[src/rtl/uart_byte_rx_pkg.sv]
// Shared UART receiver types and the default bit period used by the transmitter and bench.
package uart_byte_rx_pkg;

  localparam int UART_CLKS_PER_BIT = 32;

  typedef enum logic [2:0] {
    IDLE,
    START,
    DATA,
    STOP,
    WAIT_IDLE
  } uart_rx_state_t;

endpackage

[src/rtl/uart_byte_rx_sync_2ff.sv]
// Two-flop synchronizer for a single asynchronous input, with a selectable reset level.
module sync_2ff #(
  parameter logic RESET_VAL = 1'b1
) (
  input  logic clk,
  input  logic rst,
  input  logic i_async,
  output logic o_sync
);

  logic r_meta;
  logic r_sync;

  always_ff @(posedge clk or posedge rst) begin
    if (rst) begin
      r_meta <= RESET_VAL;
      r_sync <= RESET_VAL;
    end else begin
      r_meta <= i_async;
      r_sync <= r_meta;
    end
  end

  assign o_sync = r_sync;

endmodule

[src/rtl/uart_byte_rx.sv]
// 8N1 oversampling UART receiver with a single-entry valid/ready holding register,
// framing-error and overrun pulses.
module uart_byte_rx
  import uart_byte_rx_pkg::*;
#(
  parameter int CLKS_PER_BIT = UART_CLKS_PER_BIT
) (
  input  logic       clk,
  input  logic       rst,
  input  logic       rx,
  output logic [7:0] out_data,
  output logic       out_valid,
  input  logic       out_ready,
  output logic       frame_err,
  output logic       overrun
);

  localparam int CW = $clog2(CLKS_PER_BIT);
  localparam logic [CW-1:0] HALF_M1 = CW'(CLKS_PER_BIT / 2 - 1);
  localparam logic [CW-1:0] FULL_M1 = CW'(CLKS_PER_BIT - 1);

  logic           w_rx_s;
  uart_rx_state_t r_state;
  uart_rx_state_t w_next_state;
  logic [CW-1:0]  r_cnt;
  logic [CW-1:0]  w_cnt_next;
  logic [2:0]     r_bit_idx;
  logic [2:0]     w_bit_idx_next;
  logic [7:0]     r_shreg;
  logic [7:0]     w_shreg_next;
  logic           w_byte_done;
  logic           w_stop_bad;
  logic           w_accept;
  logic [7:0]     r_out_data;
  logic           r_out_valid;
  logic           r_frame_err;
  logic           r_overrun;

  sync_2ff #(.RESET_VAL(1'b1)) u_rx_sync (
    .clk     (clk),
    .rst     (rst),
    .i_async (rx),
    .o_sync  (w_rx_s)
  );

  always_ff @(posedge clk or posedge rst) begin
    if (rst) begin
      r_state   <= IDLE;
      r_cnt     <= '0;
      r_bit_idx <= '0;
      r_shreg   <= '0;
    end else begin
      r_state   <= w_next_state;
      r_cnt     <= w_cnt_next;
      r_bit_idx <= w_bit_idx_next;
      r_shreg   <= w_shreg_next;
    end
  end

  // Every sample point clears cnt explicitly, so the counter never relies on wrap-around.
  always_comb begin
    w_next_state   = r_state;
    w_cnt_next     = r_cnt;
    w_bit_idx_next = r_bit_idx;
    w_shreg_next   = r_shreg;
    w_byte_done    = 1'b0;
    w_stop_bad     = 1'b0;
    case (r_state)
      IDLE: begin
        if (!w_rx_s) begin
          w_cnt_next   = '0;
          w_next_state = START;
        end
      end
      START: begin
        if (r_cnt == HALF_M1) begin
          w_cnt_next = '0;
          if (w_rx_s) begin
            w_next_state = IDLE;
          end else begin
            w_bit_idx_next = '0;
            w_next_state   = DATA;
          end
        end else begin
          w_cnt_next = r_cnt + 1'b1;
        end
      end
      DATA: begin
        if (r_cnt == FULL_M1) begin
          w_cnt_next              = '0;
          w_shreg_next[r_bit_idx] = w_rx_s;
          w_bit_idx_next          = r_bit_idx + 3'd1;
          if (r_bit_idx == 3'd7) begin
            w_next_state = STOP;
          end
        end else begin
          w_cnt_next = r_cnt + 1'b1;
        end
      end
      STOP: begin
        if (r_cnt == FULL_M1) begin
          w_cnt_next = '0;
          if (w_rx_s) begin
            w_byte_done  = 1'b1;
            w_next_state = IDLE;
          end else begin
            w_stop_bad   = 1'b1;
            w_next_state = WAIT_IDLE;
          end
        end else begin
          w_cnt_next = r_cnt + 1'b1;
        end
      end
      WAIT_IDLE: begin
        if (w_rx_s) begin
          w_next_state = IDLE;
        end
      end
      default: begin
        w_next_state = IDLE;
      end
    endcase
  end

  assign w_accept = r_out_valid && out_ready;

  // A completed byte may replace the held one only if the held one leaves on the same edge.
  always_ff @(posedge clk or posedge rst) begin
    if (rst) begin
      r_out_data  <= 8'h00;
      r_out_valid <= 1'b0;
      r_frame_err <= 1'b0;
      r_overrun   <= 1'b0;
    end else begin
      r_frame_err <= w_stop_bad;
      r_overrun   <= w_byte_done && r_out_valid && !out_ready;
      if (w_byte_done && (!r_out_valid || out_ready)) begin
        r_out_data  <= r_shreg;
        r_out_valid <= 1'b1;
      end else if (w_accept) begin
        r_out_valid <= 1'b0;
      end
    end
  end

  assign out_data  = r_out_data;
  assign out_valid = r_out_valid;
  assign frame_err = r_frame_err;
  assign overrun   = r_overrun;

endmodule
[config.mk]
export PLATFORM = sky130hd
export DESIGN_NAME = uart_byte_rx
export DESIGN_NICKNAME = d
export VERILOG_FILES = /design/src/rtl/uart_byte_rx_pkg.sv /design/src/rtl/uart_byte_rx_sync_2ff.sv /design/src/rtl/uart_byte_rx.sv
export SDC_FILE = /design/constraint.sdc
export NUM_CORES = 1
export LEC_CHECK = 0
export CORE_MARGIN = 2
export CORE_UTILIZATION = 50
export DETAILED_ROUTE_END_ITERATION = 16
export PLACE_DENSITY = 0.81
export SLEW_MARGIN = 5
export SYNTH_ARGS = -nofsm -noshare
export SYNTH_HDL_FRONTEND = slang
export SYNTH_SLANG_ARGS = --single-unit
[constraint.sdc]
create_clock -name clk -period 2 [get_ports clk]
set_clock_uncertainty 0.2 [all_clocks]
set_input_delay 0.2 -clock clk [delete_from_list [all_inputs] [get_ports clk]]
set_output_delay 0.2 -clock clk [all_outputs]
set_load 0.02 [all_outputs]
==> flow_summary.json <==
{
  "status": "finished, violations left",
  "violations": "negative setup slack",
  "final_core_util_pct": 64.6,
  "max_slew.worst_pin.slew_ns": 0.424,
  "crit_path_end_kind": "register",
  "path_clk_slew_ns": 0.10,
  "fp.dieArea_sq_um": 3620,
  "area_growth_pct": 23.9,
  "setup_ws_ns": -0.0218,
  "crit_fanout": 8,
  "drtIter0Drc": 26,
  "avgViaCountPerCell": 5.30,
  "post-place-ws_ns": -0.0786,
  "yosysWarnings": 0,
  "clock-sinks": 32,
  "holdBufCountCts": 0,
  "cts_made_buffers": 5,
  "post_layout_nonfiller_instances": 191,
  "ys_ff_latch": 32,
  "synth_top_cell_by_area": "dfrtp_1",
  "fillCellCount": 235,
  "hold_class": "primary input to async pin",
  "finish.net_count": 157,
  "grt_use_total_pct": 19.1,
  "cp.arrival_ns": 2.04,
  "layout_min_cycle_time_ns": 2.02,
  "n_antenna_cell": 0,
  "drv_cap": 0,
  "boundaryPins": 15,
  "placed_cell_area_sq_um": 1840,
  "insertion_delay_ns": 0.33,
  "drive_gt1_share_pct": 30.6,
  "grt_pass1_vias": 1075,
  "synth_area_sq_um": 1580,
  "grt_overflow": 0,
  "wirelength_um": 2890,
  "drc": 0,
  "synth.distinct_cells": 41,
  "slew_headroom_pct": 71.7,
  "dp.cells": 181,
  "crit_type": "register to register",
  "portBuffers": 14,
  "power_density_nw_per_um2": 822,
  "startpoint_type": "register",
  "vias": 1012,
  "drtAntennaViolNets": 0,
  "wl_per_cell_um": 15.1,
  "grt_max_degree": 33,
  "post-route-period-util_pct": 101,
  "synth.yosys.seq_area_share_pct": 50.9,
  "worstPathRequired_ns": 2.02,
  "slew_viol_final": 0,
  "r2r-start": "r_cnt[0]",
  "rows": 20,
  "final-setup-viol-count": 10,
  "cts_tree": "done",
  "grt_first_pass_wirelength_um": 4950,
  "rsz0062_at_grt": "yes",
  "initial_core_util_pct": 52.1,
  "synthCells": 122,
  "avgSynthCellArea_sq_um": 12.9,
  "reg2reg_slack_ns": -0.02,
  "root_buffer": "clkbuf_4",
  "synth_top_area_share_pct": 47.6,
  "leakage_nw": 0.902,
  "r2r-end": "out_data[5]",
  "die_h_um": 60.2,
  "syn_nets": 133,
  "timing.fmax_mhz": 495,
  "first_pass_iters": 3,
  "yosys-top-cells-area": "dfrtp_1 (48%), mux2_4 (7.6%), ha_1 (5.6%), mux2_1 (3.6%), dfstp_2 (3.3%)",
  "synth-async-reset-ratio_pct": 100,
  "synth_edf_count": 0,
  "r2r_cells": 6,
  "synth_top_flop_cell": "dfrtp_1",
  "antenna_found_initial": 0,
  "cts_buffer_depth": 2,
  "die_w_um": 60.2,
  "fin_area_sq_um": 1960,
  "core_area_sq_um": 3030,
  "hold_viol": 0,
  "h-tree-depth": 2,
  "post-dp-hpwl_um": 2080,
  "gp_routability_congestion": 0.756,
  "ir_drop_v": 0.000569
}
## flip-flops by register name, indices dropped and copies added, names as in the netlist
signal / flops
r_cnt: 5
u_rx_sync.o_sync: 1
frame_err: 1
r_shreg: 8
r_bit_idx: 3
u_rx_sync.r_meta: 1
out_valid: 1
overrun: 1
out_data: 8
r_state: 3
## cell usage in the layout (no fill, tap or decap), types with 2 or more instances in the layout
| cell | Yosys | layout |
|---|---|---|
| a21oi_1 | 3 | 3 |
| nand4b_1 | 3 | 3 |
| ha_4 | 0 | 2 |
| nand2_1 | 7 | 6 |
| mux2_4 | 8 | 9 |
| ha_1 | 7 | 4 |
| clkdlybuf4s50_1 | 0 | 14 |
| buf_4 | 1 | 9 |
| inv_1 | 7 | 7 |
| clkbuf_4 | 0 | 5 |
| dfrtp_1 | 30 | 30 |
| nor2b_1 | 2 | 2 |
| mux2_1 | 5 | 4 |
| nand3_1 | 2 | 2 |
| dfstp_2 | 2 | 2 |
| a22o_1 | 2 | 2 |
| nor2_1 | 6 | 6 |
| mux2i_1 | 3 | 3 |
| mux2_2 | 4 | 4 |
## power breakdown
group	switching [mW]	internal (mW)	leakage (nW)	total (mW)
sequential	0.0780	0.710	0.426	0.788
clock	0.219	0.262	0.0422	0.481
combinational	0.157	0.181	0.434	0.338
total	0.454	1.15	0.902	1.61
## worst max-delay path by stage
stage / slack, ns / end / depth (start not counted) / from
floorplan: 0.02 / out_data[0] / 6 / r_cnt[0]
global placement: 0.02 / r_shreg[1] / 6 / r_cnt[1]
detailed placement: -0.08 / r_shreg[2] / 6 / r_cnt[1]
CTS: -0.01 / r_shreg[2] / 6 / r_cnt[0]
global route: -0.1 / r_shreg[3] / 6 / r_cnt[0]
finish: -0.02 / out_data[5] / 6 / r_cnt[0]
## cell usage after synthesis, drive strengths merged (3+ instances only)
| master | number |
|---|---|
| a21oi | 3 |
| buf | 3 |
| clkbuf | 4 |
| dfrtp | 30 |
| ha | 7 |
| inv | 7 |
| mux2 | 17 |
| mux2i | 3 |
| nand2 | 7 |
| nand3 | 3 |
| nand4b | 3 |
| nor2 | 6 |
## worst max-delay path: stages, from the launching register on
cell and delay (ns):
dfrtp_1 0.38, ha_2 0.18, and3_4 0.23, ha_4 0.14, and4b_4 0.26, nand3_4 0.17, mux2_4 0.34
## metrics by stage
step	TNS [ns]	total power, mW	hold slack (ns)
3_5_place_dp	-0.553	1.12	0.153
3_3_place_gp	0	1.09	0.148
6_report	-0.126	1.61	0.0397
5_1_grt	-1.12	1.71	0.0468
4_1_cts	-0.0456	1.61	0.0511
2_1_floorplan	0	1.02	0.00448
## cell families after synthesis
logic type / Yosys count / synth area share, %
compound gates: 12 / 5.39
flops: 32 / 50.9
fa+ha+maj: 7 / 5.55
simple gates: 35 / 15.9
xor+xnor: 1 / 0.555
mux: 21 / 17.6
buf+inv: 14 / 4.04
## timing repair
| item | 4_1_cts | 5_1_grt |
|---|---|---|
| hold endpoints to repair | 0 | 0 |
| pin swaps | 1 | 1 |
| resized for setup | 2 | 4 |
| setup endpoints to repair | 16 | 18 |
| buffers inserted | 2 | 0 |
## area by class of cell
cell class                      count  area, sq um  share of cell area, %
Multi-Input combinational cell     76          776                   39.7
Sequential cell                    32          803                   41.1
Timing Repair Buffer               24          219                   11.2
Inverter                            7         26.3                   1.34
Tap cell                           44         55.1                   2.82
Clock inverter                      2         35.0                   1.79
Clock buffer                        6         41.3                   2.11
## layer usage
layer	vias to the layer above	part of all wire, %	global-route usage (%)
met4	0	0.35	5.71
met3	2	3.3	6.49
met1	510	40	21.4
li1	482	-	-
met2	18	56	34.0
met5	-	0	0
No activity file was read; power rests on OpenSTA's default activity.
